$ cat src/rtl/rot_sin_cos_pipe_if.sv
// rtl/rot_sin_cos_pipe_if.sv - point stream, angle load and result stream bundle for rot_sin_cos_pipe
//
// Purpose: groups the angle-load inputs, the input point stream and the
//          output result stream of the rotator.
// Ports (signals):
//   ang_load, sin_in, cos_in        angle capture (sin/cos are Q1.17 in 18 bits)
//   in_valid, in_ready              input point handshake
//   x, y, ox, oy, in_last           input point, translation and last-vertex marker
//   out_valid, out_ready            result handshake
//   rx, ry, out_last                rotated + translated result and its marker
// Modports: master drives points and accepts results (fetcher/drawer side),
//           slave is the rotator.

interface rot_sin_cos_pipe_if #(
    parameter int DATA_W = 18
);
    logic                     ang_load;
    logic signed [17:0]       sin_in;
    logic signed [17:0]       cos_in;
    logic                     in_valid;
    logic                     in_ready;
    logic signed [DATA_W-1:0] x;
    logic signed [DATA_W-1:0] y;
    logic signed [DATA_W-1:0] ox;
    logic signed [DATA_W-1:0] oy;
    logic                     in_last;
    logic                     out_valid;
    logic                     out_ready;
    logic signed [DATA_W-1:0] rx;
    logic signed [DATA_W-1:0] ry;
    logic                     out_last;

    modport master (
        output ang_load, sin_in, cos_in, in_valid, x, y, ox, oy, in_last, out_ready,
        input  in_ready, out_valid, rx, ry, out_last
    );

    modport slave (
        input  ang_load, sin_in, cos_in, in_valid, x, y, ox, oy, in_last, out_ready,
        output in_ready, out_valid, rx, ry, out_last
    );
endinterface

$ cat src/rtl/rot_sin_cos_pipe.sv
// rtl/rot_sin_cos_pipe.sv - three-stage point rotator with translation and round-to-nearest
//
// Purpose: rotates a stream of (x, y) points by a latched sin/cos pair, adds a
//          per-point offset and rounds half-up, one point per clock under
//          valid/ready backpressure. The last-vertex marker rides with each point.
// Ports:
//   clk     in   rising-edge clock
//   reset   in   synchronous active-high reset
//   bus     slave modport of rot_sin_cos_pipe_if (angle load, point in, result out)
// Parameters:
//   DATA_W           signed width of x, y, ox, oy, rx, ry
//   SINCOS_FRACTION  fraction bits of sin/cos (Q1.SINCOS_FRACTION in 18 bits)
// Configuration macro:
//   ROT_SATURATE_EN  defined: clamp the final result to the DATA_W range;
//                    undefined (default): keep the low DATA_W bits (wrap).

module rot_sin_cos_pipe #(
    parameter int DATA_W          = 18,
    parameter int SINCOS_FRACTION = 17
) (
    input  logic                  clk,
    input  logic                  reset,
    rot_sin_cos_pipe_if.slave     bus
);

    localparam int PW = DATA_W + 18;   // product width
    localparam int SW = DATA_W + 19;   // sum width, cannot overflow
    localparam int FW = DATA_W + 20;   // headroom for rounding and offset add

    // Latched angle
    logic signed [17:0]       r_sin;
    logic signed [17:0]       r_cos;

    // Stage 1: products
    logic                     r_v1;
    logic signed [PW-1:0]     r_xcos;
    logic signed [PW-1:0]     r_ysin;
    logic signed [PW-1:0]     r_xsin;
    logic signed [PW-1:0]     r_ycos;
    logic signed [DATA_W-1:0] r_ox1;
    logic signed [DATA_W-1:0] r_oy1;
    logic                     r_last1;

    // Stage 2: rotated sums
    logic                     r_v2;
    logic signed [SW-1:0]     r_rxt;
    logic signed [SW-1:0]     r_ryt;
    logic signed [DATA_W-1:0] r_ox2;
    logic signed [DATA_W-1:0] r_oy2;
    logic                     r_last2;

    // Stage 3: rounded, translated, narrowed result
    logic                     r_v3;
    logic signed [DATA_W-1:0] r_rx;
    logic signed [DATA_W-1:0] r_ry;
    logic                     r_last3;

    logic                     w_advance;
    logic signed [PW-1:0]     w_xcos;
    logic signed [PW-1:0]     w_ysin;
    logic signed [PW-1:0]     w_xsin;
    logic signed [PW-1:0]     w_ycos;
    logic signed [FW-1:0]     w_rnd_x;
    logic signed [FW-1:0]     w_rnd_y;
    logic signed [FW-1:0]     w_rx_full;
    logic signed [FW-1:0]     w_ry_full;

`ifdef ROT_SATURATE_EN
    localparam logic signed [FW-1:0] MAX_V = {{(FW-DATA_W+1){1'b0}}, {(DATA_W-1){1'b1}}};
    localparam logic signed [FW-1:0] MIN_V = {{(FW-DATA_W+1){1'b1}}, {(DATA_W-1){1'b0}}};

    function automatic logic signed [DATA_W-1:0] narrow(input logic signed [FW-1:0] v);
        logic signed [FW-1:0] c;
        c = v;
        if (v > MAX_V) begin
            c = MAX_V;
        end else if (v < MIN_V) begin
            c = MIN_V;
        end
        return c[DATA_W-1:0];
    endfunction
`else
    // Screen-wrap arithmetic: discard everything above DATA_W.
    function automatic logic signed [DATA_W-1:0] narrow(input logic signed [FW-1:0] v);
        return v[DATA_W-1:0];
    endfunction
`endif

    // The whole pipe moves together; a full output register blocks everything.
    assign w_advance    = !r_v3 || bus.out_ready;
    assign bus.in_ready = w_advance;

    assign w_xcos = PW'(bus.x) * PW'(r_cos);
    assign w_ysin = PW'(bus.y) * PW'(r_sin);
    assign w_xsin = PW'(bus.x) * PW'(r_sin);
    assign w_ycos = PW'(bus.y) * PW'(r_cos);

    // Half-up rounding: add the first discarded fraction bit after the
    // arithmetic shift (floor), all at full width before narrowing.
    assign w_rnd_x   = {{(FW-1){1'b0}}, r_rxt[SINCOS_FRACTION-1]};
    assign w_rnd_y   = {{(FW-1){1'b0}}, r_ryt[SINCOS_FRACTION-1]};
    assign w_rx_full = FW'(r_rxt >>> SINCOS_FRACTION) + w_rnd_x + FW'(r_ox2);
    assign w_ry_full = FW'(r_ryt >>> SINCOS_FRACTION) + w_rnd_y + FW'(r_oy2);

    // Angle capture is independent of the handshake; a point accepted in the
    // same cycle as ang_load still sees the previous angle.
    always_ff @(posedge clk) begin
        if (reset) begin
            r_sin <= '0;
            r_cos <= '0;
        end else if (bus.ang_load) begin
            r_sin <= bus.sin_in;
            r_cos <= bus.cos_in;
        end
    end

    always_ff @(posedge clk) begin
        if (reset) begin
            r_v1    <= 1'b0;
            r_v2    <= 1'b0;
            r_v3    <= 1'b0;
            r_xcos  <= '0;
            r_ysin  <= '0;
            r_xsin  <= '0;
            r_ycos  <= '0;
            r_ox1   <= '0;
            r_oy1   <= '0;
            r_last1 <= 1'b0;
            r_rxt   <= '0;
            r_ryt   <= '0;
            r_ox2   <= '0;
            r_oy2   <= '0;
            r_last2 <= 1'b0;
            r_rx    <= '0;
            r_ry    <= '0;
            r_last3 <= 1'b0;
        end else if (w_advance) begin
            // Stage 1 (valid follows in_valid so bubbles propagate)
            r_v1    <= bus.in_valid;
            r_xcos  <= w_xcos;
            r_ysin  <= w_ysin;
            r_xsin  <= w_xsin;
            r_ycos  <= w_ycos;
            r_ox1   <= bus.ox;
            r_oy1   <= bus.oy;
            r_last1 <= bus.in_last;
            // Stage 2
            r_v2    <= r_v1;
            r_rxt   <= SW'(r_xcos) - SW'(r_ysin);
            r_ryt   <= SW'(r_xsin) + SW'(r_ycos);
            r_ox2   <= r_ox1;
            r_oy2   <= r_oy1;
            r_last2 <= r_last1;
            // Stage 3
            r_v3    <= r_v2;
            r_rx    <= narrow(w_rx_full);
            r_ry    <= narrow(w_ry_full);
            r_last3 <= r_last2;
        end
    end

    assign bus.out_valid = r_v3;
    assign bus.rx        = r_rx;
    assign bus.ry        = r_ry;
    assign bus.out_last  = r_last3;

endmodule

$ cat src/flat_wrapper.sv
// flat-port wrapper written by rule: the top's interface ports become plain ports
module rot_sin_cos_pipe_flat 
#(
    parameter int DATA_W          = 18,
    parameter int SINCOS_FRACTION = 17
)
  (clk, reset, bus_ang_load, bus_sin_in, bus_cos_in, bus_in_valid, bus_x, bus_y, bus_ox, bus_oy, bus_in_last, bus_out_ready, bus_in_ready, bus_out_valid, bus_rx, bus_ry, bus_out_last);
  rot_sin_cos_pipe_if #(.DATA_W(DATA_W)) bus_i ();
  input  logic clk;
  input  logic reset;
  input wire logic [$bits(bus_i.ang_load)-1:0] bus_ang_load;
  input wire logic [$bits(bus_i.sin_in)-1:0] bus_sin_in;
  input wire logic [$bits(bus_i.cos_in)-1:0] bus_cos_in;
  input wire logic [$bits(bus_i.in_valid)-1:0] bus_in_valid;
  input wire logic [$bits(bus_i.x)-1:0] bus_x;
  input wire logic [$bits(bus_i.y)-1:0] bus_y;
  input wire logic [$bits(bus_i.ox)-1:0] bus_ox;
  input wire logic [$bits(bus_i.oy)-1:0] bus_oy;
  input wire logic [$bits(bus_i.in_last)-1:0] bus_in_last;
  input wire logic [$bits(bus_i.out_ready)-1:0] bus_out_ready;
  output wire logic [$bits(bus_i.in_ready)-1:0] bus_in_ready;
  output wire logic [$bits(bus_i.out_valid)-1:0] bus_out_valid;
  output wire logic [$bits(bus_i.rx)-1:0] bus_rx;
  output wire logic [$bits(bus_i.ry)-1:0] bus_ry;
  output wire logic [$bits(bus_i.out_last)-1:0] bus_out_last;
  assign bus_i.ang_load = bus_ang_load;
  assign bus_i.sin_in = bus_sin_in;
  assign bus_i.cos_in = bus_cos_in;
  assign bus_i.in_valid = bus_in_valid;
  assign bus_i.x = bus_x;
  assign bus_i.y = bus_y;
  assign bus_i.ox = bus_ox;
  assign bus_i.oy = bus_oy;
  assign bus_i.in_last = bus_in_last;
  assign bus_i.out_ready = bus_out_ready;
  assign bus_in_ready = bus_i.in_ready;
  assign bus_out_valid = bus_i.out_valid;
  assign bus_rx = bus_i.rx;
  assign bus_ry = bus_i.ry;
  assign bus_out_last = bus_i.out_last;
  rot_sin_cos_pipe #(.DATA_W(DATA_W), .SINCOS_FRACTION(SINCOS_FRACTION)) u_core (.clk(clk), .reset(reset), .bus(bus_i));
endmodule
$ cat config.mk
export PLATFORM = sky130hd
export DESIGN_NAME = rot_sin_cos_pipe_flat
export DESIGN_NICKNAME = d
export VERILOG_FILES = /design/src/rtl/rot_sin_cos_pipe_if.sv /design/src/rtl/rot_sin_cos_pipe.sv /design/src/flat_wrapper.sv
export SDC_FILE = /design/constraint.sdc
export NUM_CORES = 2
export LEC_CHECK = 0
export CAP_MARGIN = 20
export CORE_ASPECT_RATIO = 0.5
export CORE_MARGIN = 2
export CORE_UTILIZATION = 59
export DETAILED_ROUTE_END_ITERATION = 10
export GPL_ROUTABILITY_DRIVEN = 0
export PLACE_DENSITY = 0.76
export SYNTH_ARGS = -nofsm -noshare
export SYNTH_HDL_FRONTEND = slang
export SYNTH_SLANG_ARGS = --single-unit
$ cat constraint.sdc
create_clock -name clk -period 8.4 [get_ports clk]
set_clock_uncertainty 0.05 [all_clocks]
set_input_delay 1.26 -clock clk [delete_from_list [all_inputs] [get_ports clk]]
set_output_delay 1.26 -clock clk [all_outputs]
set_load 0.01 [all_outputs]
Word-level counts from Yosys, hierarchy flattened
Index checks and enable logic that the tools add are counted.
- bits in registers: 360
- input port bits: 114
- word-level logic and storage cells: 32
- $add $sub $neg: 6
- multiply operators: 4
- reductions and logical operators: 2
- operator list (operator ; count):
    multiplier 18 x 18 -> 35 bit ; 4
    adder 18 bit ; 2
    adder 18 x 2 -> 18 bit ; 2
    adder 35 bit ; 1
    subtractor 35 bit ; 1
    zero test 1 bit ; 1
    logical OR 1 bit ; 1

Longest topological paths before layout
- word-level depth: 2
- depth in mapped cells: 28

Worst setup path after synthesis
Ideal clock, no wire load.
- kind: input to register
- from: input port bus_x[17]
- to: register u_core.r_xsin[33]
- setup time: 0.131 ns
- arrival time: 7.237 ns
- setup slack: 0.983 ns
- stages: 25
- buffers on the path: 2
- cell sequence: clkbuf_1 clkbuf_1 nand2_1 fa_1 inv_1 fa_1 inv_1 fa_1 inv_1 fa_1 fa_1 inv_1 fa_1 inv_1 ha_1 a21o_1 a21o_1 a21boi_1 o31ai_1 or3_1 a311oi_2 o21ai_1 a31oi_1 mux2i_1 o22ai_1
- word-level cells in the longest chain between the ends: 1
- RTL lines (element ; line ; RTL):
    start, declared ; flat_wrapper.sv:15 ; input wire logic [$bits(bus_i.x)-1:0] bus_x;
    multiplier 18 x 18 -> 35 bit ; rot_sin_cos_pipe.sv:95 ; assign w_xsin = PW'(bus.x) * PW'(r_sin);
    end signal, assigned ; rot_sin_cos_pipe.sv:142 ; r_xsin <= w_xsin;
    end, declared ; rot_sin_cos_pipe.sv:38 ; logic signed [PW-1:0] r_xsin;
No other way between the ends.
A chain may end at the register's enable or synchronous reset.

Worst setup path after layout
- from: input port bus_x[5]
- to: register u_core.r_xcos[27]
- word-level cells in the longest chain between the ends: 1
- RTL lines (element ; line ; RTL):
    multiplier 18 x 18 -> 35 bit ; rot_sin_cos_pipe.sv:93 ; assign w_xcos = PW'(bus.x) * PW'(r_cos);
    end signal, assigned ; rot_sin_cos_pipe.sv:140 ; r_xcos <= w_xcos;
    end, declared ; rot_sin_cos_pipe.sv:36 ; logic signed [PW-1:0] r_xcos;
No other way between the ends.

==> impl_metrics.env <==
export IMPL_status="complete, no violations"
export IMPL_synthCells=7140
export IMPL_timing_fmax_mhz=130
export IMPL_insertion_delay_ps=660
export IMPL_first_pass_iters=6
export IMPL_grt_ovfl_total=0
export IMPL_vias_per_cell=5.55
export IMPL_p_leak_nw=33.7
export IMPL_final_common_cell="inv_1"
export IMPL_max_slew_margin_pct=16.5
export IMPL_yosys_warnings=0
export IMPL_drive_above_1_share_pct=4.12
export IMPL_std_cell_rows=84
export IMPL_drt_total_wl_um=170000
export IMPL_dp_cells=8497
export IMPL_crit_arrival_ps=8180
export IMPL_fin_crit_ps=7690
export IMPL_cts_max_level=2
export IMPL_setup_viol_count_final=0
export IMPL_fillers=8619
export IMPL_cp_slowest_stage_delay_ps=840
export IMPL_path_class="input pin to register"
export IMPL_ctsHoldBuffers=0
export IMPL_portBuffers=152
export IMPL_tns_ps=0
export IMPL_ctsRootBufferMaster="clkbuf_16"
export IMPL_routedWlPerCell_um=19.8
export IMPL_antenna_found_initial=10
export IMPL_drv_slew=0
export IMPL_ys_seq_elements=328
export IMPL_cp_end_kind="register"
export IMPL_postSynth_asyncResetShare_pct=0
export IMPL_globalRouteTotalUtil_pct=32.5
export IMPL_p_per_area_mw_per_mm2=324
export IMPL_hp_class="register to register"
export IMPL_holdWs_ps=399
export IMPL_clk_pin_slew_ps=60
export IMPL_fp_dieH_um=234
export IMPL_cts_inserted_buffers=37
export IMPL_syn_area_per_cell_um2=8.75
export IMPL_grt_pass1_vias=49354
export IMPL_place_hpwl_um=135000
export IMPL_min_path_cells=2
export IMPL_netlist_area_mm2=0.0625
export IMPL_grt_pass1_wl_um=273000
export IMPL_dieArea_mm2=0.109
export IMPL_final_cell_mix="inv_1, fa_1, nand2_1, and2_1, ha_1"
export IMPL_cp_start_kind="input pin"
export IMPL_cts_setup_buffers=0
export IMPL_drc=0
export IMPL_grt_max_degree=180
export IMPL_area_growth_pct=7.82
export IMPL_rsz0062_at_grt="no"
export IMPL_tightest_slew_ps=1250
export IMPL_clockBufferDepth=3
export IMPL_hold_violations=0
export IMPL_crit_required_ps=8890
export IMPL_ant_nets=0
export IMPL_synthFlopType="dfxtp_1"
export IMPL_ctsResizeCount=0
export IMPL_synthesis_nets=9012
export IMPL_ff2ff_path_depth=25
export IMPL_start_util_pct=59.5
export IMPL_synth_seq_area_share_pct=10.5
export IMPL_io_pins=153
export IMPL_die_width_um=464
export IMPL_vias=47557
export IMPL_synth_edf_count=0
export IMPL_cts_sinks=328
export IMPL_fin_nets=8989
export IMPL_core_area_mm2=0.105
export IMPL_cts_tree="yes"
export IMPL_stdcell_count=8563
export IMPL_path_max_fanout=24
export IMPL_cp_slowest_cell="clkdlybuf4s50_1"
export IMPL_final_period_utilization_pct=91.6
export IMPL_drv_cap=0
export IMPL_yosysUniqueCellTypes=89
export IMPL_first_iter_violations=3934
export IMPL_fin_util_pct=64.1
export IMPL_ir_drop_mv=0.514
-- Yosys cell counts (all sizes together), types with 7 or more instances --
master  instances  area (um^2)
nor2          208          781
o21bai         19          146
clkbuf        384         1440
xor2           64          561
a21boi          7         52.6
nand3          38          190
nand2b         39          246
o211ai         18          150
inv          1516         5690
a211oi         36          290
nor2b          28          190
and2          624         3900
buf             8         38.8
o21ai         127          643
nand2        1117         4190
o21a           24          188
a21o           60          452
xnor2         145         1270
nand4          13         81.3
o41ai           7         76.3
mux2i          39          390
a21oi         339         1710
fa           1296        25900
nor3           36          190
o31ai           9         72.6
dfxtp         328         6570
or3            19          119
a31oi          22          138
and3           14         87.6
ha            462         5780
-- final timing paths --
check	start	to	slack [ps]
worst max-delay path	bus_x[5]	u_core.r_xcos[27]$_SDFFE_PP0P_	710
worst min-delay path	u_core.r_ysin[33]$_SDFFE_PP0P_	u_core.r_ysin[33]$_SDFFE_PP0P_	400
worst max register to register	u_core.r_cos[0]$_SDFFE_PP0P_	u_core.r_xcos[27]$_SDFFE_PP0P_	890
worst min register to register	u_core.r_ysin[33]$_SDFFE_PP0P_	u_core.r_ysin[33]$_SDFFE_PP0P_	400
-- through the flow --
step / total power [mW] / instance area (um^2) / worst slack [ps]
final: 21.8 / 67300 / 708
after floorplan: 12.6 / 62500 / 983
after global placement: 18.8 / 66000 / 421
after detailed placement: 19.2 / 66000 / 344
after CTS: 21.2 / 67300 / 962
after global routing: 23.5 / 67300 / 465
-- worst max-delay path, delay by kind of cell --
| kind | cells | cell delay [ps] |
|---|---|---|
| adders and majority gates | 8 | 2910 |
| AOI/OAI and AO/OA | 7 | 1760 |
| buffers and inverters | 7 | 1530 |
| and+or+nand+nor | 3 | 490 |
| xor gates and xnor gates | 1 | 190 |
-- power breakdown --
part	leakage [nW]	total, mW	internal (mW)	switching (mW)
Combinational	30.3	17.5	6.77	10.7
Sequential	2.72	2.43	2.02	0.413
Clock	0.653	1.88	1.07	0.811
Total	33.7	21.8	9.85	12.0
-- cells by family (layout without fill, tap and decap cells) --
family,count (synthesis),count (layout),share of synthesized area [%]
flip-flops,328,328,10.5
AO/OA/AOI/OAI,727,727,7.25
other,0,2,0
adder cells (fa/ha/maj),1758,1758,50.8
AND/OR/NAND/NOR,2169,2169,16.4
buffers and inverters,1910,1912,11.5
multiplexers,39,39,0.625
XOR/XNOR,209,209,2.93
-- sequential cells by signal, summed over array words and instances (netlist names), 19 cells and up --
| name | flops |
|---|---|
| u_core.r_ysin | 35 |
| u_core.r_ryt | 19 |
| u_core.r_rxt | 19 |
| u_core.r_ycos | 35 |
| u_core.r_xsin | 35 |
| u_core.r_xcos | 35 |
-- metal layers --
metal  vias to the layer above  share of wire [%]  global-route usage (%)
met5                         -               0.16                       0
met4                        16                4.2                    11.5
met3                       393                 14                    11.8
met2                      2229                 42                    49.0
met1                     23697                 40                    43.5
li1                      21222                  -                       -
-- cell type report --
cell class	count	area, um^2	share of cell area, %
inverters	1518	5710	8.47
well taps	1419	1780	2.64
flip-flops and latches	328	6570	9.75
clock inverters	18	318	0.472
multi-input cells	4902	48700	72.4
clock buffers	46	1030	1.53
diodes	2	5.00	0.00743
repair buffers	330	3210	4.76
Note: power is estimated with default switching activity, not from simulation.
